<file path="src/rtl/instruction_sequencer_if.sv">
// Handshake and memory signals between the instruction sequencer, its program
// memory, the instruction decoder and the controlling host.
interface instruction_sequencer_if #(
  parameter int OPCODE_WIDTH  = 3,
  parameter int OPERAND_WIDTH = 8,
  parameter int ADDR_WIDTH    = 6
);
  logic                                  start;
  logic [ADDR_WIDTH:0]                   prog_len;
  logic                                  imem_en;
  logic [ADDR_WIDTH-1:0]                 imem_addr;
  logic [OPCODE_WIDTH+OPERAND_WIDTH-1:0] imem_rdata;
  logic [OPCODE_WIDTH-1:0]               opcode;
  logic [OPERAND_WIDTH-1:0]              operand;
  logic                                  instr_valid;
  logic                                  f_wait;
  logic                                  busy;
  logic                                  done;

  modport master (
    output start, prog_len, imem_rdata, f_wait,
    input  imem_en, imem_addr, opcode, operand, instr_valid, busy, done
  );

  modport slave (
    input  start, prog_len, imem_rdata, f_wait,
    output imem_en, imem_addr, opcode, operand, instr_valid, busy, done
  );
endinterface

</file>
<file path="src/rtl/instruction_sequencer.sv">
// Fetches words from a synchronous-read program memory and issues each opcode
// to the decoder for one cycle, stalling for WAIT operand cycles on f_wait.
module instruction_sequencer #(
  parameter int                      OPCODE_WIDTH  = 3,
  parameter int                      OPERAND_WIDTH = 8,
  parameter int                      ADDR_WIDTH    = 6,
  parameter logic [OPCODE_WIDTH-1:0] NOP_OPCODE    = 3'b111
) (
  input logic                     clk,
  input logic                     rst,
  instruction_sequencer_if.slave  bus
);
  localparam int IW = OPCODE_WIDTH + OPERAND_WIDTH;

  localparam logic [2:0] S_IDLE  = 3'd0;
  localparam logic [2:0] S_FETCH = 3'd1;
  localparam logic [2:0] S_LOAD  = 3'd2;
  localparam logic [2:0] S_ISSUE = 3'd3;
  localparam logic [2:0] S_STALL = 3'd4;
  localparam logic [2:0] S_DONE  = 3'd5;

  logic [2:0]               state_q, state_d;
  logic [ADDR_WIDTH:0]      pc_q, pc_d;
  logic [ADDR_WIDTH:0]      len_q, len_d;
  logic [IW-1:0]            ir_q, ir_d;
  logic [OPERAND_WIDTH-1:0] cnt_q, cnt_d;
  logic                     busy_q, busy_d;
  logic                     done_q, done_d;
  logic                     imem_en_c;

  logic [OPCODE_WIDTH-1:0]  ir_opcode;
  logic [OPERAND_WIDTH-1:0] ir_operand;
  logic                     more_instr;

  assign ir_opcode  = ir_q[IW-1 -: OPCODE_WIDTH];
  assign ir_operand = ir_q[OPERAND_WIDTH-1:0];
  assign more_instr = (pc_q < len_q);

  always_comb begin
    // NOTE: every variable gets a default before the case so no path can
    // leave it unassigned and infer a latch.
    state_d   = state_q;
    pc_d      = pc_q;
    len_d     = len_q;
    ir_d      = ir_q;
    cnt_d     = cnt_q;
    imem_en_c = 1'b0;

    case (state_q)
      S_IDLE: begin
        if (bus.start) begin
          len_d   = bus.prog_len;
          pc_d    = '0;
          state_d = (bus.prog_len != '0) ? S_FETCH : S_DONE;
        end
      end
      S_FETCH: begin
        imem_en_c = 1'b1;
        pc_d      = pc_q + (ADDR_WIDTH+1)'(1);
        state_d   = S_LOAD;
      end
      S_LOAD: begin
        ir_d    = bus.imem_rdata;
        state_d = S_ISSUE;
      end
      S_ISSUE: begin
        if (bus.f_wait && (ir_operand != '0)) begin
          cnt_d   = ir_operand;
          state_d = S_STALL;
        end else if (more_instr) begin
          // Overlapped fetch keeps the LOAD/ISSUE cadence at one instr per 2 cycles.
          imem_en_c = 1'b1;
          pc_d      = pc_q + (ADDR_WIDTH+1)'(1);
          state_d   = S_LOAD;
        end else begin
          state_d = S_DONE;
        end
      end
      S_STALL: begin
        cnt_d = cnt_q - OPERAND_WIDTH'(1);
        if (cnt_q == OPERAND_WIDTH'(1))
          state_d = more_instr ? S_FETCH : S_DONE;
      end
      S_DONE:  state_d = S_IDLE;
      default: state_d = S_IDLE;
    endcase

    busy_d = (state_d != S_IDLE);
    done_d = (state_d == S_DONE);
  end

  always_ff @(posedge clk or posedge rst) begin
    if (rst) begin
      state_q <= S_IDLE;
      pc_q    <= '0;
      len_q   <= '0;
      ir_q    <= '0;
      cnt_q   <= '0;
      busy_q  <= 1'b0;
      done_q  <= 1'b0;
    end else begin
      // NOTE: non-blocking assignments so every flop samples pre-edge values.
      state_q <= state_d;
      pc_q    <= pc_d;
      len_q   <= len_d;
      ir_q    <= ir_d;
      cnt_q   <= cnt_d;
      busy_q  <= busy_d;
      done_q  <= done_d;
    end
  end

  // The overlapped read enable depends on f_wait from the same ISSUE cycle,
  // so it is decoded from state rather than taken from a flop.
  assign bus.imem_en     = imem_en_c;
  assign bus.imem_addr   = pc_q[ADDR_WIDTH-1:0];
  assign bus.busy        = busy_q;
  assign bus.done        = done_q;
  assign bus.instr_valid = (state_q == S_ISSUE);
  assign bus.opcode      = (state_q == S_ISSUE) ? ir_opcode  : NOP_OPCODE;
  assign bus.operand     = (state_q == S_ISSUE) ? ir_operand : '0;
endmodule
</file>
<file path="src/flat_wrapper.sv">
// flat-port wrapper written by rule: the top's interface ports become plain ports
module instruction_sequencer_flat 
#(
  parameter int                      OPCODE_WIDTH  = 3,
  parameter int                      OPERAND_WIDTH = 8,
  parameter int                      ADDR_WIDTH    = 6,
  parameter logic [OPCODE_WIDTH-1:0] NOP_OPCODE    = 3'b111
)
  (clk, rst, bus_start, bus_prog_len, bus_imem_rdata, bus_f_wait, bus_imem_en, bus_imem_addr, bus_opcode, bus_operand, bus_instr_valid, bus_busy, bus_done);
  instruction_sequencer_if #(.OPCODE_WIDTH(OPCODE_WIDTH), .OPERAND_WIDTH(OPERAND_WIDTH), .ADDR_WIDTH(ADDR_WIDTH)) bus_i ();
  input logic clk;
  input logic rst;
  input wire logic [$bits(bus_i.start)-1:0] bus_start;
  input wire logic [$bits(bus_i.prog_len)-1:0] bus_prog_len;
  input wire logic [$bits(bus_i.imem_rdata)-1:0] bus_imem_rdata;
  input wire logic [$bits(bus_i.f_wait)-1:0] bus_f_wait;
  output wire logic [$bits(bus_i.imem_en)-1:0] bus_imem_en;
  output wire logic [$bits(bus_i.imem_addr)-1:0] bus_imem_addr;
  output wire logic [$bits(bus_i.opcode)-1:0] bus_opcode;
  output wire logic [$bits(bus_i.operand)-1:0] bus_operand;
  output wire logic [$bits(bus_i.instr_valid)-1:0] bus_instr_valid;
  output wire logic [$bits(bus_i.busy)-1:0] bus_busy;
  output wire logic [$bits(bus_i.done)-1:0] bus_done;
  assign bus_i.start = bus_start;
  assign bus_i.prog_len = bus_prog_len;
  assign bus_i.imem_rdata = bus_imem_rdata;
  assign bus_i.f_wait = bus_f_wait;
  assign bus_imem_en = bus_i.imem_en;
  assign bus_imem_addr = bus_i.imem_addr;
  assign bus_opcode = bus_i.opcode;
  assign bus_operand = bus_i.operand;
  assign bus_instr_valid = bus_i.instr_valid;
  assign bus_busy = bus_i.busy;
  assign bus_done = bus_i.done;
  instruction_sequencer #(.OPCODE_WIDTH(OPCODE_WIDTH), .OPERAND_WIDTH(OPERAND_WIDTH), .ADDR_WIDTH(ADDR_WIDTH), .NOP_OPCODE(NOP_OPCODE)) u_core (.clk(clk), .rst(rst), .bus(bus_i));
endmodule
</file>
<file path="config.mk">
export PLATFORM = sky130hd
export DESIGN_NAME = instruction_sequencer_flat
export DESIGN_NICKNAME = d
export VERILOG_FILES = /design/src/rtl/instruction_sequencer_if.sv /design/src/rtl/instruction_sequencer.sv /design/src/flat_wrapper.sv
export SDC_FILE = /design/constraint.sdc
export NUM_CORES = 1
export LEC_CHECK = 0
export CORE_MARGIN = 2
export CORE_UTILIZATION = 45
export DETAILED_ROUTE_END_ITERATION = 6
export PLACE_DENSITY = 0.85
export RECOVER_POWER = 25
export SYNTH_ARGS = -nofsm -noshare
export SYNTH_HDL_FRONTEND = slang
export SYNTH_SLANG_ARGS = --single-unit
</file>
<file path="constraint.sdc">
create_clock -name clk -period 2 [get_ports clk]
set_input_delay 0.5 -clock clk [delete_from_list [all_inputs] [get_ports clk]]
set_output_delay 0.5 -clock clk [all_outputs]
set_load 0.03 [all_outputs]
</file>
==> results of run 1 <==
-- worst max-delay path by stage --
stage,end,cells past startpoint,start,slack (ns)
finish,bus_imem_en,5,u_core.ir_q[4],-0.45
global route,bus_imem_en,5,u_core.ir_q[4],-0.49
CTS,bus_imem_en,5,u_core.ir_q[1],-0.44
detailed placement,u_core.bus.busy,5,bus_f_wait,-0.16
global placement,bus_imem_en,5,u_core.ir_q[4],-0.11
floorplan,bus_imem_en,4,u_core.ir_q[4],-0.06
-- kinds of logic after synthesis --
kind of cell	share of synthesized area, %
DFF	46.1
adders and majority gates	5.46
muxes	6.98
and+or+nand+nor	20.8
AOI/OAI and AO/OA	14.7
buffers and inverters	5.89
-- state kept, by name, summed over array words and instances, names as in the netlist --
register,flops
u_core.bus.busy,1
u_core.ir_q,11
u_core.pc_q,7
u_core.state_q,3
u_core.len_q,7
u_core.bus.done,1
u_core.cnt_q,8
-- power by group --
part	total (mW)	internal [mW]	switching (mW)
Sequential	1.31	1.11	0.196
Combinational	2.56	1.20	1.36
Clock	0.550	0.278	0.272
-- metrics by stage --
| stage | cells | cell area [um^2] |
|---|---|---|
| after floorplan | 215 | 2090 |
| after global placement | 329 | 2730 |
| after detailed placement | 329 | 2730 |
| after CTS | 339 | 2850 |
| after global routing | 340 | 2850 |
| final | 340 | 2850 |
-- routing by layer --
| layer | vias to the layer above | part of all wire, % | wire length (um) | global-route usage (%) |
|---|---|---|---|---|
| li1 | 904 | - | - | - |
| met1 | 895 | 45 | 2310 | 28.6 |
| met2 | 68 | 47 | 2430 | 35.0 |
| met3 | 6 | 7.0 | 360 | 5.06 |
| met4 | 0 | 1.4 | 74 | 7.55 |
| met5 | - | 0 | 0 | 0 |
-- critical path: stages (launching register included) --
cell      delay (ns)
dfrtp_1         0.38
or4_4           0.57
o21ai_4         0.19
o211ai_1        0.18
a21boi_4        0.19
buf_6           0.15
-- cell usage in the layout, fill, tap and decap left out, types with 2 or more instances in the layout --
cell / instances
a21o_1: 3
a21oi_1: 10
a221o_1: 2
and2_1: 2
and3_1: 12
buf_4: 44
clkbuf_2: 3
clkbuf_8: 6
clkdlybuf4s50_1: 26
dfrtp_1: 38
ha_1: 8
inv_1: 12
mux2_2: 11
mux2i_1: 2
nand2_1: 23
nand2b_1: 8
nand3_1: 5
nand4_1: 4
nor2_1: 12
nor3_1: 2
nor3b_1: 2
nor4_1: 4
o211ai_1: 3
o21a_1: 3
o21ai_0: 14
or3_1: 3
or4_4: 2
-- final cells by class --
cell class                      instances  area [um^2]
Clock buffer                            7         86.3
Clock inverter                          1         5.00
Fill cell                             371         1540
Inverter                               13         48.8
Multi-Input combinational cell        151         1040
Sequential cell                        38          951
Tap cell                               52         65.1
Timing Repair Buffer                   78          653
-- Yosys cell counts --
cell type   n
a2111o_1    1
a211o_1     1
a21boi_1    1
a21o_1      3
a21oi_1    10
a221o_1     2
a311oi_1    1
a31o_2      2
a31oi_1     2
and2_1      2
and3_1     12
buf_2       1
buf_4       6
clkbuf_1    6
dfrtp_1    38
ha_1        9
inv_1      13
mux2_2     11
mux2i_1     2
nand2_1    23
nand2b_1    8
nand3_1     5
nand4_1     4
nor2_1     12
nor2b_1     1
nor3_1      2
nor3_2      1
nor3b_1     2
nor4_1      4
o211ai_1    3
o21a_1      3
o21ai_0    15
o21ai_2     1
o22ai_1     1
o311a_1     1
or2_2       1
or3_1       3
or4_1       1
or4_4       1
-- repair_timing --
item / 4_1_cts / 5_1_grt
pin swaps: 5 / 2
endpoints found under the setup margin: 6 / 11
resized for setup: 10 / 8
buffers inserted: 2 / 1
==> flow_summary.toml, run 1 <==
[logic_synthesis]
synth_top_area_share_pct = 46.1
ys_seq_elements = 38
syn_inst = 215
yosysSeqAreaShare_pct = 46.1
synth.distinct_cells = 39
synth.avg_cell_area_um2 = 9.59
syn_nets = 246
synth.cell_area_um2 = 2060
synthTopCellsByArea = "dfrtp_1, mux2_2, ha_1, nand2_1, and3_1"
ys_warn_count = 0
yosysTopAreaCell = "dfrtp_1"

[sta]
worst_slew_pin_slew_ns = 0.951
finalCritPeriodShare_pct = 122
hold_slack_ns = 0.510
report.final.slew_viol_count = 0
fin_crit_ns = 2.45
fmaxAchievable_ghz = 0.409
rsz0062_at_grt = "yes"
setup_ws_ns = -0.447
finClkSkew_ns = 0.00912
finalHoldViolations = 0
finalSetupTns_ns = -0.684
relSlewSlack_pct = 36.6
setup_viol_count_final = 3

[floorplanning]
die_x_um = 71.7
ios = 43
initial_utilization_pct = 47.0
core_area_um2 = 4380
die_area_um2 = 5140
fp.dieH_um = 71.7
num_rows = 24

[worst_hold_path]
holdPathEnd = "u_core.ir_q[10]"
hold_depth = 1
hold_path.startpoint = "u_core.ir_q[10]"
min_path_type = "flip-flop to flip-flop"

[power_and_ir_drop]
power.total_mw = 4.42
power.density_nw_per_um2 = 1550
ir_worst_vdd_mv = 1.07
p_leak_nw = 1.38

[routing]
via_count = 1873
detailedRoute.firstIterationViolations = 125
drc_errors = 0
vias_per_cell = 5.51
routed_wl_um = 5170
wl_per_cell_um = 15.2
drtAntennaViolNets = 0
firstDrtPassIters = 4

[clock_network]
ctsHoldBuffers = 0
cts_buffer_depth = 2
clk_pin_slew_ns = 0.07
cts-root-buf = "clkbuf_8"
cts.sinks = 38
clock_latency_ns = 0.29
cts_buffers = 5
cts_tree = "built"
cts_htree_levels = 2

[critical_path]
reg2reg_from = "u_core.ir_q[4]"
timing.rr.end = "u_core.bus.busy"
arrival_ns = 1.95
crit_required_ns = 1.50
rrSetupSlack_ns = -0.21
critPathCaptureType = "output port"
reg2regPathDepth = 6
cp-start-kind = "flip-flop"
critical_path_class = "flip-flop to output port"
cp_max_fo = 2

[cells_and_area]
layout-drive-gt1-share_pct = 27.1
n_antenna_cell = 0
utilization_pct = 65.0
nNetsFinal = 318
area_growth_pct = 38.2

[global_route]
grt_usage_pct = 21.6
grt_pass1_vias = 1823
grt_start_max_net_pins = 39
grt_antenna_before_repair = 0
grt_pass1_wl_um = 8590
overflow = 0

[placement]
dp_hpwl_um = 3850
numPortBuffers = 42
gp_congestion = 0.900
dp_slack_ns = -0.162

[job]
drv_cap = 0

[run_status]
violations = "negative setup slack"
status = "complete, but fails checks"
Note: power is estimated with default switching activity, not from simulation.
==> run 2: changes to the inputs <==
- DONT_BUFFER_PORTS: unset -> 1
- PLACE_DENSITY: 0.85 -> 0.72
- REMOVE_ABC_BUFFERS: unset -> 1
- SLEW_MARGIN: unset -> 20
==> flow_summary.toml, run 2 (same netlist as run 1, synthesis figures left out) <==
[sta]
finalCritPeriodShare_pct = 121
finalHoldViolations = 0
finClkSkew_ns = 0.00907
setup_ws_ns = -0.428
fmaxAchievable_ghz = 0.412
fin_crit_ns = 2.43
hold_slack_ns = 0.315
finalSetupTns_ns = -0.552
relSlewSlack_pct = 36.7
rsz0062_at_grt = "yes"
worst_slew_pin_slew_ns = 0.950
report.final.slew_viol_count = 0
setup_viol_count_final = 2

[cells_and_area]
most-common-layout-cells = "dfrtp_1, buf_4, nand2_1, o21ai_0"
largest_register = "u_core.ir_q"
layout_commonest_cell = "dfrtp_1"
largestRegisters = "u_core.ir_q x11, u_core.cnt_q x8"
layout-drive-gt1-share_pct = 33.9
n_fill_cell = 361
design_area_um2 = 2500
largest_reg_flops = 11
area_growth_pct = 21.3
nNetsFinal = 276
finalNonFillerCells = 297
utilization_pct = 57.0
n_antenna_cell = 0

[routing]
via_count = 1677
drc_errors = 0
routed_wl_um = 4670
vias_per_cell = 5.65
wl_per_cell_um = 15.7
firstDrtPassIters = 4
detailedRoute.firstIterationViolations = 69
drtAntennaViolNets = 0

[placement]
place_area_um2 = 2300
gp_congestion = 0.874
dp_hpwl_um = 3450
numPortBuffers = 0
dp_cells = 286
dp_slack_ns = -0.162

[critical_path]
cp_max_fo = 3
cp-start-kind = "flip-flop"
reg2reg_from = "u_core.len_q[2]"
rrSetupSlack_ns = -0.12
reg2regPathDepth = 8
critical_path_class = "flip-flop to output port"
arrival_ns = 1.93
critPathCaptureType = "output port"
timing.rr.end = "u_core.bus.busy"
crit_required_ns = 1.50

[worst_hold_path]
hold_depth = 2
holdPathEnd = "u_core.len_q[0]"
min_path_type = "primary input to flip-flop"
hold_path.startpoint = "bus_prog_len[0]"

[clock_network]
cts_htree_levels = 2
clk_pin_slew_ns = 0.08
cts.sinks = 38
clock_latency_ns = 0.29
ctsHoldBuffers = 0
cts_buffers = 5
cts_tree = "built"
cts-root-buf = "clkbuf_8"
cts_buffer_depth = 2

[floorplanning]
core_area_um2 = 4380
fp.dieH_um = 71.7
num_rows = 24
initial_utilization_pct = 47.0
ios = 43
die_area_um2 = 5140
die_x_um = 71.7

[global_route]
grt_start_max_net_pins = 39
grt_usage_pct = 19.4
overflow = 0
grt_pass1_vias = 1671
grt_pass1_wl_um = 7850
grt_antenna_before_repair = 0

[power_and_ir_drop]
p_leak_nw = 1.18
power.total_mw = 4.19
power.density_nw_per_um2 = 1680
ir_worst_vdd_mv = 1.06

[run_status]
violations = "negative setup slack"
status = "complete, but fails checks"

[job]
drv_cap = 0
run 2: cell types whose count changed in the layout (fill, tap and decap cells not counted), moves of 2 or more:
cell             change
a21oi_1              -3
a21oi_2              +3
and3_1               -8
and3_2               +8
buf_4                -9
clkbuf_2             -2
clkdlybuf4s50_1     -26
ha_1                 -2
ha_4                 +2
inv_1                -3
inv_2                +3
run 2: worst max path at each step:
| stage | from | end | slack, ns | cells after the start |
|---|---|---|---|---|
| after floorplan | u_core.pc_q[2] | bus_imem_en | -0.51 | 5 |
| after global placement | u_core.ir_q[0] | bus_imem_en | -0.11 | 5 |
| after detailed placement | u_core.pc_q[2] | bus_imem_en | -0.16 | 6 |
| after CTS | u_core.ir_q[2] | bus_imem_en | -0.41 | 5 |
| after global routing | u_core.ir_q[4] | bus_imem_en | -0.55 | 5 |
| final | u_core.ir_q[4] | bus_imem_en | -0.43 | 5 |
run 2: where the power goes:
group,switching [mW],leakage (nW),internal (mW)
registers,0.251,0.469,1.11
logic,1.27,0.664,1.07
clock network,0.257,0.0438,0.234
total,1.77,1.18,2.42
run 2: repair_timing:
item | in CTS | in global routing
setup endpoints to repair | 2 | 20
buffers inserted | 7 | 3
resized for setup | 13 | 20
pin swaps | 8 | 10
endpoints found under the hold margin | 0 | 0
run 2: final cells by class:
type / instances / area, um^2 / share of cell area, %
tap: 52 / 65.1 / 2.60
inverter: 13 / 48.8 / 1.95
clock buffer: 5 / 68.8 / 2.75
sequential: 38 / 951 / 38.0
clock inverter: 2 / 10.0 / 0.400
multi-input combinational: 151 / 1090 / 43.6
timing repair buffer: 36 / 268 / 10.7
run 2: critical path: stages, from the launching register on:
cell,delay (ns)
dfrtp_1,0.38
or4_4,0.56
o21ai_4,0.18
o211ai_1,0.12
a21boi_1,0.20
buf_4,0.20
run 2: routing by layer:
metal | track usage [%] | wire, um | up-vias
met5 | 0 | 0 | -
met3 | 5.20 | 230 | 6
met2 | 30.2 | 2190 | 36
met1 | 26.8 | 2200 | 817
met4 | 5.66 | 49 | 0
li1 | - | - | 818
